**src/rtl/vector_pkg.sv**
```systemverilog
// Shared types for the vector register file: lane geometry, the vector type
// and the hard-wired zero register index.
package vector_pkg;

  localparam int VEC_SIZE = 4;
  localparam int REG_SIZE = 16;
  localparam int REG_ZERO = 0;

  typedef logic [VEC_SIZE-1:0][REG_SIZE-1:0] vec_t;

endpackage

```
**src/rtl/vector_register_file_if.sv**
```systemverilog
// Decode-side issue/read bus and write-back bus of the vector register file.
// The pipeline drives it as master; the register file is the slave.
interface vector_register_file_if #(
  parameter int vecSize      = 4,
  parameter int registerSize = 16,
  parameter int regCount     = 16
);

  localparam int AW = $clog2(regCount);

  logic                                  issueValid;
  logic                                  issueWrites;
  logic [AW-1:0]                         rs1;
  logic [AW-1:0]                         rs2;
  logic [AW-1:0]                         rdIssue;
  logic                                  wbValid;
  logic [AW-1:0]                         wbAddr;
  logic [vecSize-1:0][registerSize-1:0]  writeBackData;
  logic [vecSize-1:0][registerSize-1:0]  rd1;
  logic [vecSize-1:0][registerSize-1:0]  rd2;
  logic                                  stall;
  logic                                  wbError;

  modport master (
    output issueValid, issueWrites, rs1, rs2, rdIssue,
    output wbValid, wbAddr, writeBackData,
    input  rd1, rd2, stall, wbError
  );

  modport slave (
    input  issueValid, issueWrites, rs1, rs2, rdIssue,
    input  wbValid, wbAddr, writeBackData,
    output rd1, rd2, stall, wbError
  );

endinterface

```
**src/rtl/vector_register_file_scoreboard.sv**
```systemverilog
// Per-register pending-write counters: decide when decode must stall and
// flag write-backs that nobody was waiting for.
module scoreboard
  import vector_pkg::*;
#(
  parameter  int regCount   = 16,
  parameter  int maxPending = 3,
  localparam int AW         = $clog2(regCount),
  localparam int CW         = $clog2(maxPending + 1)
) (
  input  logic          clk,
  input  logic          reset,
  input  logic          issueValid,
  input  logic          issueWrites,
  input  logic [AW-1:0] rs1,
  input  logic [AW-1:0] rs2,
  input  logic [AW-1:0] rdIssue,
  input  logic          wbValid,
  input  logic [AW-1:0] wbAddr,
  output logic          stall,
  output logic          wbError
);

  localparam logic [AW-1:0] zeroAddr = AW'(REG_ZERO);

  logic [CW-1:0] pending [regCount];
  logic [CW-1:0] eff1, eff2, effRd;
  logic          incValid, decValid;

  // A write-back landing this cycle already counts as retired for stall purposes.
  function automatic logic [CW-1:0] effOf(input logic [CW-1:0] p, input logic hit);
    return (hit && p != '0) ? p - CW'(1) : p;
  endfunction

  always_comb begin
    eff1  = effOf(pending[rs1], wbValid && wbAddr == rs1);
    eff2  = effOf(pending[rs2], wbValid && wbAddr == rs2);
    effRd = effOf(pending[rdIssue], wbValid && wbAddr == rdIssue);
    stall = issueValid &&
            ((rs1 != zeroAddr && eff1 != '0) ||
             (rs2 != zeroAddr && eff2 != '0) ||
             (issueWrites && rdIssue != zeroAddr && effRd == CW'(maxPending)));
  end

  assign incValid = issueValid && !stall && issueWrites && rdIssue != zeroAddr;
  assign decValid = wbValid && wbAddr != zeroAddr;

  // Issue and write-back to the same register in one cycle cancel out.
  always_ff @(posedge clk or negedge reset) begin
    if (!reset) begin
      for (int r = 0; r < regCount; r++) pending[r] <= '0;
      wbError <= 1'b0;
    end else begin
      for (int r = 0; r < regCount; r++) begin
        if (incValid && rdIssue == AW'(r) && !(decValid && wbAddr == AW'(r)))
          pending[r] <= pending[r] + CW'(1);
        else if (decValid && wbAddr == AW'(r) && !(incValid && rdIssue == AW'(r)) &&
                 pending[r] != '0)
          pending[r] <= pending[r] - CW'(1);
      end
      if (decValid && pending[wbAddr] == '0) wbError <= 1'b1;
    end
  end

endmodule

```
**src/rtl/vector_register_file.sv**
```systemverilog
// Vector register file fed by write-back: holds the data array, forwards a
// same-cycle write-back to the read ports and defers hazards to the scoreboard.
module vector_register_file
  import vector_pkg::*;
#(
  parameter  int vecSize      = 4,
  parameter  int registerSize = 16,
  parameter  int regCount     = 16,
  parameter  int maxPending   = 3,
  localparam int AW           = $clog2(regCount)
) (
  input logic                   clk,
  input logic                   reset,
  vector_register_file_if.slave bus
);

  localparam logic [AW-1:0] zeroAddr = AW'(REG_ZERO);

  logic [vecSize-1:0][registerSize-1:0] regs [regCount];

  // Register 0 is never written, so it keeps its reset value of zero.
  always_ff @(posedge clk or negedge reset) begin
    if (!reset) begin
      for (int r = 0; r < regCount; r++) regs[r] <= '0;
    end else if (bus.wbValid && bus.wbAddr != zeroAddr) begin
      regs[bus.wbAddr] <= bus.writeBackData;
    end
  end

  always_comb begin
    bus.rd1 = regs[bus.rs1];
    bus.rd2 = regs[bus.rs2];
    if (bus.wbValid && bus.wbAddr == bus.rs1 && bus.rs1 != zeroAddr) bus.rd1 = bus.writeBackData;
    if (bus.wbValid && bus.wbAddr == bus.rs2 && bus.rs2 != zeroAddr) bus.rd2 = bus.writeBackData;
  end

  scoreboard #(
    .regCount   (regCount),
    .maxPending (maxPending)
  ) scoreboardInst (
    .clk         (clk),
    .reset       (reset),
    .issueValid  (bus.issueValid),
    .issueWrites (bus.issueWrites),
    .rs1         (bus.rs1),
    .rs2         (bus.rs2),
    .rdIssue     (bus.rdIssue),
    .wbValid     (bus.wbValid),
    .wbAddr      (bus.wbAddr),
    .stall       (bus.stall),
    .wbError     (bus.wbError)
  );

endmodule

```
**src/flat_wrapper.sv**
```systemverilog
// flat-port wrapper written by rule: the top's interface ports become plain ports
module vector_register_file_flat import vector_pkg::*;
#(
  parameter  int vecSize      = 4,
  parameter  int registerSize = 16,
  parameter  int regCount     = 16,
  parameter  int maxPending   = 3,
  localparam int AW           = $clog2(regCount)
)
  (clk, reset, bus_issueValid, bus_issueWrites, bus_rs1, bus_rs2, bus_rdIssue, bus_wbValid, bus_wbAddr, bus_writeBackData, bus_rd1, bus_rd2, bus_stall, bus_wbError);
  vector_register_file_if #(.vecSize(vecSize), .registerSize(registerSize), .regCount(regCount)) bus_i ();
  input logic clk;
  input logic reset;
  input wire logic [$bits(bus_i.issueValid)-1:0] bus_issueValid;
  input wire logic [$bits(bus_i.issueWrites)-1:0] bus_issueWrites;
  input wire logic [$bits(bus_i.rs1)-1:0] bus_rs1;
  input wire logic [$bits(bus_i.rs2)-1:0] bus_rs2;
  input wire logic [$bits(bus_i.rdIssue)-1:0] bus_rdIssue;
  input wire logic [$bits(bus_i.wbValid)-1:0] bus_wbValid;
  input wire logic [$bits(bus_i.wbAddr)-1:0] bus_wbAddr;
  input wire logic [$bits(bus_i.writeBackData)-1:0] bus_writeBackData;
  output wire logic [$bits(bus_i.rd1)-1:0] bus_rd1;
  output wire logic [$bits(bus_i.rd2)-1:0] bus_rd2;
  output wire logic [$bits(bus_i.stall)-1:0] bus_stall;
  output wire logic [$bits(bus_i.wbError)-1:0] bus_wbError;
  assign bus_i.issueValid = bus_issueValid;
  assign bus_i.issueWrites = bus_issueWrites;
  assign bus_i.rs1 = bus_rs1;
  assign bus_i.rs2 = bus_rs2;
  assign bus_i.rdIssue = bus_rdIssue;
  assign bus_i.wbValid = bus_wbValid;
  assign bus_i.wbAddr = bus_wbAddr;
  assign bus_i.writeBackData = bus_writeBackData;
  assign bus_rd1 = bus_i.rd1;
  assign bus_rd2 = bus_i.rd2;
  assign bus_stall = bus_i.stall;
  assign bus_wbError = bus_i.wbError;
  vector_register_file #(.vecSize(vecSize), .registerSize(registerSize), .regCount(regCount), .maxPending(maxPending)) u_core (.clk(clk), .reset(reset), .bus(bus_i));
endmodule
```
**config.mk**
```make
export PLATFORM = sky130hd
export DESIGN_NAME = vector_register_file_flat
export DESIGN_NICKNAME = d
export VERILOG_FILES = /design/src/rtl/vector_pkg.sv /design/src/rtl/vector_register_file_if.sv /design/src/rtl/vector_register_file_scoreboard.sv /design/src/rtl/vector_register_file.sv /design/src/flat_wrapper.sv
export SDC_FILE = /design/constraint.sdc
export NUM_CORES = 2
export LEC_CHECK = 0
export CAP_MARGIN = 25
export CORE_ASPECT_RATIO = 0.5
export CORE_MARGIN = 8
export CORE_UTILIZATION = 62
export DETAILED_ROUTE_END_ITERATION = 7
export PLACE_DENSITY = 0.84
export SYNTH_ARGS = -nofsm -noshare
export SYNTH_HDL_FRONTEND = slang
export SYNTH_SLANG_ARGS = --single-unit
```
**constraint.sdc**
```tcl
create_clock -name clk -period 5.5 [get_ports clk]
set_input_delay 1.1 -clock clk [delete_from_list [all_inputs] [get_ports clk]]
set_output_delay 1.1 -clock clk [all_outputs]
set_load 0.02 [all_outputs]
```
==> impl_results.md <==
- Status: completed
- Initial drt markers: 5,329
- WL final: 167,000 um
- Starting Density: 62.9%
- Hold path depth: 0
- Setup TNS: 0 ns
- Port bufs: 214
- Post-synth EDFFs: 0
- Synth Area in XOR/XNOR: 0.367%
- Top_reg_cell synth: dfrtp_1
- Critical-path maximum fanout: 25
- Later-pin clock latency in the skew report: 0.71 ns
- I/O pin count: 215
- CTS buffer count: 94
- Maximum achievable frequency: 196 MHz
- Post-route design area: 64,000 um2
- WS Path Type: in -> out
- Vias: 39,300
- Worst Tran Pin Value: 1.05 ns
- Area after DPL: 60,700 um2
- Tcrit/Tclk final: 92.8%
- Die Y: 231 um
- Final Hold Fails: 0
- TritonCTS clock tree: built
- Power per cell area: 377 nW/um2
- Non-Filler Instances: 5,482
- Post-Synth Adder-Cell Area: 0.0655%
- Top area cells in the synthesized netlist: dfrtp_1 46%, mux4_2 26%, mux2_2 15%
- First-pass GRT wire length: 257,000 um
- Share of layout cells above drive strength 1: 41.0%
- Initial antenna violation count: 7
- Cell depth of the worst flop-to-flop path: 14
- Std cell rows: 78
- Max Root-Sink Buffers: 3
- P&R area growth vs syn: 11.7%
- Final core utilization: 70.3%
- WL/cell: 30.5 um
- Netlist cell types: 52
- Vias in the first global route: 41,900
- Hold buffer count at CTS: 0
- Routed Antenna Nets: 0
- Root Buffer: clkbuf_16
- Largest net degree at the start of global routing: 112
- GPL Wtd Cong: 0.977
- M2 GR Usage: 51.1%
- Final setup fails: 0
- Vias per Instance: 7.17
- Skew final: 0.0264 ns
- Worst vdd ir: 0.242 mV
- Post-synthesis sequential area ratio: 46.2%
- GR peak layer: met2
- Mean Syn Cell Area: 13.7 um2
- Total gr overflow: 0
- Nets: 4,251
- Critical path endpoint category: primary output
- Met3 usage: 8.54%
- Hold Crit Class: reg -> reg
- Syn Nets: 4,284
- Max-slew violation count: 0
- Final min period: 5.11 ns
- Yosys top cell by area: dfrtp_1
- Simple-gate portion of the synthesized area: 7.73%
- Max_cap viols: 0
- Worst-path clk slew: 0.06 ns
- Hpwl dp: 95,400 um
- Crit path arrival time: 4.01 ns
- Largest family of logic cells by synthesized area: multiplexers
- Mapped Area: 57,300 um2
- DP Cell Count: 5,307
- Yosys top cell area share: 46.2%
- Die width: 446 um
- Pre-antenna DRT Iters: 7
- RSZ-0062 raised after global routing: false
- DIE AREA: 103,000 um2
- Flops & latches, synth: 1,057
- Core area: 91,100 um2
- Total track usage: 32.6%
- Startpoint types: input pin
- Mux share of post-synthesis cell area: 41.4%
- Post-synthesis compound-gate area fraction: 1.11%
- CP required: 4.40 ns
- FFs w/ async S/R, synth: 100%
- Met1 global-route usage: 43.1%
- Syn Inst Count: 4,196
- # DRC: 0
- Num Clock Sinks: 1,057
- H-Tree Depth: 3
- Leak Pwr: 27.3 nW
- Slew margin rel.: 30.2%
- Syn. warnings: 0
==> logic make-up after synthesis <==
| group | Yosys count |
|---|---|
| buf+inv | 470 |
| flops | 1057 |
| fa+ha+maj | 3 |
| compound gates | 83 |
| xor+xnor | 24 |
| mux | 1442 |
| simple gates | 1117 |
==> where the power goes <==
part | leakage [nW] | total, mW | switching (mW) | internal (mW)
Sequential | 13.2 | 10.8 | 1.38 | 9.40
Combinational | 12.5 | 6.31 | 2.59 | 3.72
Clock | 1.58 | 7.04 | 3.09 | 3.95
==> layout by cell type, fill, tap and decap left out, types with 9 or more instances in the layout <==
cell and instances:
a22oi_1 18, a31oi_1 9, buf_12 41, buf_4 73, bufinv_16 10, clkbuf_1 15, clkbuf_16 98, clkbuf_8 16
clkdlybuf4s50_1 204, clkinv_2 20, dfrtp_1 1057, inv_1 15, mux2_2 770, mux4_2 664, nand2_1 975, nand3_1 30
nand4_1 12, nor2_1 24, nor2_4 14, nor3_1 26, o22a_1 12, xnor2_1 18
==> state kept, by name, summed over array words and instances (netlist names) <==
| register | flops |
|---|---|
| u_core.regs | 1024 |
| u_core.scoreboardInst.pending | 32 |
| u_core.scoreboardInst.wbError | 1 |
==> path summary, 6_finish.rpt <==
kind | from | end | slack (ns)
hold reg to reg | u_core.regs[1008] | u_core.regs[1008] | 0.40
setup / recovery | bus_rs2[0] | bus_rd2[25] | 0.39
min in group asynchronous | reset | u_core.regs[456] | 0.44
setup reg to reg | u_core.scoreboardInst.pending[25] | u_core.scoreboardInst.pending[4] | 1.86
max in group asynchronous | reset | u_core.regs[949] | 3.80
hold / removal | u_core.regs[1008] | u_core.regs[1008] | 0.40
==> routing by layer <==
metal / part of all wire (%) / vias to the layer above / wire [um]
li1: - / 15400 / -
met1: 36 / 20600 / 60100
met2: 48 / 2776 / 79700
met3: 11 / 600 / 19000
met4: 5.0 / 2 / 8290
met5: 0.0066 / - / 11
==> metrics by stage <==
stage	setup slack [ns]	power [mW]	hold WS, ns
floorplan	0.545	14.8	0.441
global placement	0.0549	16.6	0.376
detailed placement	0.0821	17.1	0.384
CTS	0.0828	24.1	0.398
global route	0.258	25.0	0.409
finish	0.394	24.1	0.396
==> area by class of cell <==
class | count | area (um2)
Antenna cell | 6 | 15.0
Clock buffer | 129 | 2730
Clock inverter | 40 | 497
Fill cell | 5538 | 27100
Inverter | 15 | 56.3
Multi-Input combinational cell | 2669 | 29200
Sequential cell | 1057 | 26500
Tap cell | 1240 | 1550
Timing Repair Buffer | 326 | 3520
==> synthesized netlist by cell type, types with 4 or more instances <==
master       n
a21oi_1      6
inv_1       15
a22oi_1     18
nor2_1      38
xor2_1       6
nand4_1     12
buf_2       14
clkbuf_1   362
buf_4        4
a41oi_1      5
nor3_1      29
nor4_1       5
a211oi_1     4
o22a_1      12
nor2b_1      5
dfrtp_1   1057
nand3_1     30
a31oi_1      9
buf_1       72
a21boi_0     6
mux4_2     664
xnor2_1     18
nand2_1    975
or3_1        4
a21boi_1     8
mux2_2     770
mux2i_1      8
==> worst max-delay path, stage by stage <==
cell             delay (ns)
buf_8                  0.16
buf_12                 0.24
buf_4                  0.48
mux4_2                 0.59
mux4_2                 0.49
mux2_2                 0.34
clkdlybuf4s50_1        0.56
==> timing repair <==
action,in CTS,in global routing
endpoints found under the setup margin,0,1
gates resized for setup,0,1
buffers inserted,0,0
Note: power is estimated with default switching activity, not from simulation.
